### src/rtl/mem_arbiter.sv
// Two-port (fetch / load-store) arbiter in front of a single fixed-latency memory.
// Optional ARB_ROUND_ROBIN_EN macro replaces fixed data priority with alternating grants on ties.
module mem_arbiter #(
    parameter int unsigned MEM_LATENCY = 1,
    parameter int unsigned ADDR_W      = 64,
    parameter int unsigned DATA_W      = 64
) (
    input  logic              clk,
    input  logic              reset,
    // instruction fetch (read-only)
    input  logic              f_req,
    input  logic [ADDR_W-1:0] f_addr,
    output logic              f_done,
    output logic [DATA_W-1:0] f_rdata,
    // load/store
    input  logic              d_req,
    input  logic              d_we,
    input  logic [ADDR_W-1:0] d_addr,
    input  logic [DATA_W-1:0] d_wdata,
    output logic              d_done,
    output logic [DATA_W-1:0] d_rdata,
    // shared memory
    output logic [ADDR_W-1:0] mem_addr,
    output logic [DATA_W-1:0] mem_wdata,
    output logic              mem_we,
    input  logic [DATA_W-1:0] mem_rdata
);

    typedef enum logic [1:0] {StIdle, StAccess, StDone} state_e;

    state_e     state;
    logic [3:0] cnt;
    logic       sel_d;    // winner of the transfer in flight is the load/store port
    logic       grant_d;  // winner if a grant were made this cycle

`ifdef ARB_ROUND_ROBIN_EN
    logic last_d;

    always_comb begin
        grant_d = d_req && (!f_req || !last_d);
    end
`else
    always_comb begin
        grant_d = d_req;
    end
`endif

    always_ff @(posedge clk) begin
        if (reset) begin
            state     <= StIdle;
            cnt       <= 4'd0;
            sel_d     <= 1'b0;
            mem_we    <= 1'b0;
            mem_addr  <= '0;
            mem_wdata <= '0;
            f_done    <= 1'b0;
            d_done    <= 1'b0;
            f_rdata   <= '0;
            d_rdata   <= '0;
`ifdef ARB_ROUND_ROBIN_EN
            last_d    <= 1'b0;
`endif
        end else begin
            case (state)
                StIdle: begin
                    mem_we <= 1'b0;
                    if (f_req || d_req) begin
                        sel_d     <= grant_d;
                        mem_addr  <= grant_d ? d_addr : f_addr;
                        mem_wdata <= grant_d ? d_wdata : '0;
                        mem_we    <= grant_d && d_we;
                        cnt       <= 4'(MEM_LATENCY);
                        state     <= StAccess;
`ifdef ARB_ROUND_ROBIN_EN
                        last_d    <= grant_d;
`endif
                    end
                end
                StAccess: begin
                    // write strobe lives only in the first access cycle
                    mem_we <= 1'b0;
                    cnt    <= cnt - 4'd1;
                    if (cnt == 4'd1) begin
                        state  <= StDone;
                        f_done <= !sel_d;
                        d_done <= sel_d;
                    end
                end
                StDone: begin
                    f_done <= 1'b0;
                    d_done <= 1'b0;
                    if (sel_d) begin
                        d_rdata <= mem_rdata;
                    end else begin
                        f_rdata <= mem_rdata;
                    end
                    state <= StIdle;
                end
                default: state <= StIdle;
            endcase
        end
    end

endmodule

### config.mk
export PLATFORM = sky130hd
export DESIGN_NAME = mem_arbiter
export DESIGN_NICKNAME = d
export VERILOG_FILES = /design/src/rtl/mem_arbiter.sv
export SDC_FILE = /design/constraint.sdc
export NUM_CORES = 1
export LEC_CHECK = 0
export BUFFER_PORTS_ARGS = -buffer_cell sky130_fd_sc_hd__buf_4
export CELL_PAD_IN_SITES_DETAIL_PLACEMENT = 1
export CELL_PAD_IN_SITES_GLOBAL_PLACEMENT = 2
export CORE_UTILIZATION = 22
export CTS_CLUSTER_DIAMETER = 120
export DETAILED_ROUTE_END_ITERATION = 8
export PLACE_DENSITY = 0.8
export SLEW_MARGIN = 20
export SYNTH_ARGS = -nofsm -noshare
export SYNTH_HDL_FRONTEND = slang
export SYNTH_SLANG_ARGS = --single-unit
### constraint.sdc
create_clock -name clk -period 1.45 [get_ports clk]
set_input_delay 0.3625 -clock clk [delete_from_list [all_inputs] [get_ports clk]]
set_output_delay 0.3625 -clock clk [all_outputs]
set_load 0.005 [all_outputs]
Word-level counts from Yosys, hierarchy flattened

Index checks and enable logic that the tools add are counted.

Eq/ne operators: 5
$add $sub $neg: 1
Reduce and logical (&&, ||, !) cells: 12
Bitwise operators: 1
Multiplexer cells: 13

Operator list:

| operator                                                              | number |
|---|---|
| 64-bit 2-to-1 mux                                                     | 2 |
| 2-bit AND reduction                                                   | 6 |
| 4-bit case mux with 2 select lines                                    | 1 |
| 1-bit case mux with 2 select lines                                    | 3 |
| 4-bit by 1-bit equality test with 1-bit output, second input constant | 1 |
| 2-bit 2-to-1 mux                                                      | 2 |
| 4-bit 2-to-1 mux                                                      | 1 |
| 2-bit != test, second input constant                                  | 2 |
| 2-bit case mux with 2 select lines                                    | 1 |
| 2-bit nonzero test                                                    | 2 |
| 4-bit by 1-bit subtractor with 4-bit output, second input constant    | 1 |
| 1-bit 2-to-1 mux                                                      | 3 |
| 2-bit by 1-bit equality test with 1-bit output, second input constant | 1 |
| 2-bit equality test, second input constant                            | 1 |
| 2-bit zero test                                                       | 1 |
| 1-bit logical AND                                                     | 1 |
| 1-bit zero test                                                       | 1 |
| 1-bit logical OR                                                      | 1 |
| 1-bit NOT                                                             | 1 |

Output and inout port bits: 259
Input bits: 261
Flip-flop bits (word level): 266

Logic depth before layout (Yosys ltp)

Depth in word-level cells: 3
Mapped depth: 7
Gate-level depth less buffers: 5

Worst setup path after synthesis

No wires, ideal clock.

Path kind: input port to flip-flop
Start: input d_req
End: register mem_addr[24]
Library setup time: 0.140 ns
Cell stages on the path: 6
Setup slack: 0.013 ns
Arrival: 1.297 ns
Cells stage by stage: buf_4 or2_2 buf_6 buf_2 a21oi_1 a211oi_2

Cells in the longest elaborated chain, start to end: 2
Elaborated cells between the ends (all ways): 3
Those cells by class: mux (1); reduce/logical (2)

RTL lines:

| element                       | line | source |
|---|---|---|
| from (decl)                   | 16   | `input logic d_req,` |
| 1-bit logical OR              | 67   | `if (f_req \|\| d_req) begin` |
| 2-bit AND reduction (no line) | -    |  |
| to (signal assigned)          | 69   | `mem_addr <= grant_d ? d_addr : f_addr;` |
| to (decl)                     | 23   | `output logic [ADDR_W-1:0] mem_addr,` |

Several ways; a longest one is shown, not always the timed one.
A chain may end at the register's enable or synchronous reset.

Final worst setup path

Start: register state[1]
End: register mem_wdata[47]

Cells in the longest elaborated chain, start to end: 2

RTL lines:

| element                       | line | source |
|---|---|---|
| from (decl)                   | 31   | `state_e state;` |
| from (signal assigned)        | 50   | `state <= StIdle;` |
| from (signal assigned)        | 73   | `state <= StAccess;` |
| from (signal assigned)        | 84   | `state <= StDone;` |
| 2-bit zero test               | 64   | `case (state)` |
| 2-bit AND reduction (no line) | -    |  |
| to (signal assigned)          | 70   | `mem_wdata <= grant_d ? d_wdata : '0;` |
| to (decl)                     | 24   | `output logic [DATA_W-1:0] mem_wdata,` |

No other way between the ends.

==> out/results.tsv <==
stage	metric	value	unit
floorplanning	die_x	218	um
worst_setup_path	startpoint_type	flip-flop	
clocking	cts_tree	yes	
sta	tightest_slew	413	ps
yosys	ys_ff_latch	266	
detailed_routing	vias_per_cell	4.54	
detailed_routing	wl_per_cell	18.2	um
yosys	synth-edff-count	0	
yosys	synthesis.instances	1192	
power	p_leak	7.04	nW
yosys	synth_cell_type_count	40	
finish	synthToLayoutAreaGrowth	61.6	%
placed_design	place_inst	2262	
floorplanning	ios	520	
finish	antenna_cells	0	
worst_setup_path	cp.arrival	1900	ps
yosys	avgSynthCellArea	8.57	um^2
worst_setup_path	cp_top_family	buffers and inverters	
sta	period_share	98.9	%
yosys	ys_seq_area_share	52.1	%
global_routing	antenna_found_initial	0	
global_routing	grt_pass1_wl	63.4	mm
worst_setup_path	crit_chain	buf_8 -> nor3b_4 -> buf_12 -> buf_12 -> clkbuf_16 -> nand2_1 -> a21oi_1	
worst_setup_path	cpPeakStageDelay	360	ps
yosys	synth_top_area_share	52.1	%
job	cap_violations	0	
worst_hold_path	hold_class	input port to flip-flop	
yosys	synth_commonest_cells	nand2_1 (321), dfxtp_1 (266), a21oi_1 (261)	
finish	fillers	5311	
worst_setup_path	slowest_stage	dfxtp_4	
power	p_total	0.0198	W
worst_setup_path	r2r-start	state[1]	
worst_setup_path	reg2regPathDepth	7	
status	status	finished clean	
yosys	yosysMostFrequentCell	nand2_1	
yosys	syn-num-nets	1455	
detailed_routing	drt_iter0_drc	471	
finish	stdcell_count	2333	
clocking	htreeDepth	2	
detailed_routing	vias	10600	
clocking	cts-root-buf	clkbuf_16	
finish	seq_area	5340	um^2
clocking	cts_buffers	34	
floorplanning	rows	78	
sta	relSlewSlack	72.2	%
yosys	synth_area	10200	um^2
placed_design	gp_congestion	0.855	
placed_design	portBuffers	519	
power	vdd.ir_drop.worst	816	uV
placed_design	placed_cell_area	15100	um^2
clocking	cts_buffer_depth	3	
yosys	synth_largest_area_cell	dfxtp_1	
worst_setup_path	r2r_slack	20	ps
sta	hold_viol	0	
clocking	hold_buffers	0	
placed_design	hpwl	30.4	mm
worst_setup_path	required	1910	ps
yosys	synthFlopType	dfxtp_1	
worst_setup_path	worstReg2RegEnd	mem_wdata[47]	
sta	rsz0062_at_grt	yes	
floorplanning	dieArea	47300	um^2
floorplanning	die_y	218	um
global_routing	grt_max_degree	66	
sta	final_max_slew_viol_count	0	
power	power.density	1200	nW/um^2
clocking	clkTransAtPathRegs	60	ps
sta	min_period	1430	ps
floorplanning	start_util	22.4	%
worst_hold_path	whs_path_depth	3	
finish	design_area	16500	um^2
finish	drive_gt1_share	39.6	%
detailed_routing	first_pass_iters	4	
yosys	synth_area_leaders	dfxtp_1 (52%), a21oi_1 (13%), nand2_1 (12%)	
yosys	ys_async_sr_fraction	0	%
worst_hold_path	min_from	d_we	
worst_setup_path	worstPathMaxFanout	7	
detailed_routing	antenna_left	0	
finish	multi_input_area	4370	um^2
finish	nNetsFinal	1974	
worst_setup_path	endpoint_kind	flip-flop	
worst_setup_path	path_class	flip-flop to flip-flop	
sta	fmax	697	MHz
global_routing	grt_remaining_overflow	0	
worst_setup_path	crit_top_cell	buf_12	
sta	setup_viol	0	
worst_hold_path	worstHoldEndpoint	mem_we	
detailed_routing	route.detailed.drc	0	
global_routing	grt_pass1_vias	11100	
global_routing	grtUsageTotal	17.1	%
clocking	insertion_delay	530	ps
detailed_routing	wl	42.5	mm
yosys	yosys_warnings	0	
sta	finClkSkew	15.5	ps
worst_setup_path	crit_buf_inv	4	
floorplanning	core_area	45600	um^2
clocking	cts.sinks	266	
-- registers in the layout (all words and copies together), names as in the netlist --
register and cells:
mem_wdata 64, f_rdata 64, mem_we 1, d_rdata 64
f_done 1, d_done 1, sel_d 1, mem_addr 64
state 2, cnt 4
-- per-stage QoR --
step	hold slack (ps)	utilization, %	setup TNS (ps)	worst slack [ps]
2_1_floorplan	453	-	0	12.6
3_3_place_gp	441	33.1	-10.4	-10.4
3_5_place_dp	447	33.1	-15.8	-9.76
4_1_cts	37.8	35.8	0	1.82
5_1_grt	52.6	36.2	-568	-36.8
6_report	79.6	36.2	0	15.3
-- worst reg2reg max path: stages (launching register included) --
cell and delay [ps]:
dfxtp_4 360, buf_8 140, nor3b_4 270, buf_12 160, buf_12 120, clkbuf_16 150, nand2_1 60, a21oi_1 130
-- layout by cell type, fill, tap and decap left out, drive strengths merged, types with 4 or more instances in the layout --
master,instances
buf,589
a21oi,261
dfxtp,266
nor2,5
nor3,4
inv,4
o21ai,66
nand2,321
clkbuf,58
mux2i,64
a211oi,64
-- what timing repair did --
action	in CTS	in global routing
cloned	1	3
buffers inserted	6	4
pin swaps	1	21
setup endpoints to repair	12	106
gates resized for setup	9	36
-- power breakdown --
group          leakage, nW  internal [W]  switching, W  total, W
combinational         4.32       0.00168       0.00153   0.00321
clock                0.557       0.00530       0.00326   0.00856
sequential            2.17       0.00774      0.000240   0.00798
total                 7.04        0.0147       0.00503    0.0198
-- worst max path at each step --
stage	start	to	slack (ps)	cells after the start
floorplan	d_req	mem_addr[24]	10	6
global placement	d_req	mem_addr[51]	-10	5
detailed placement	state[1]	f_rdata[36]	-10	6
CTS	mem_wdata[19]	mem_wdata[19]	2	1
global route	state[1]	mem_wdata[46]	-40	7
finish	state[1]	mem_wdata[47]	20	7
-- cell families after synthesis --
family / share of synthesized area (%)
mux: 6.38
simple gates: 13.5
flops: 52.1
buf+inv: 6.21
compound gates: 21.4
fa+ha+maj: 0.245
xor+xnor: 0.0857
-- area by class of cell --
type                       instances  share of cell area, %
tap                              600                   4.54
timing repair buffer             594                   29.7
clock inverter                     5                  0.333
multi-input combinational        811                   26.4
sequential                       266                   32.3
clock buffer                      53                   6.57
inverter                           4                 0.0909
-- routing by layer --
layer / track usage [%] / share of wire, %
met4: 6.69 / 2.9
met5: 0 / 0
met2: 29.3 / 49
met3: 4.84 / 6.9
met1: 19.9 / 41
No activity file was read; power rests on OpenSTA's default activity.
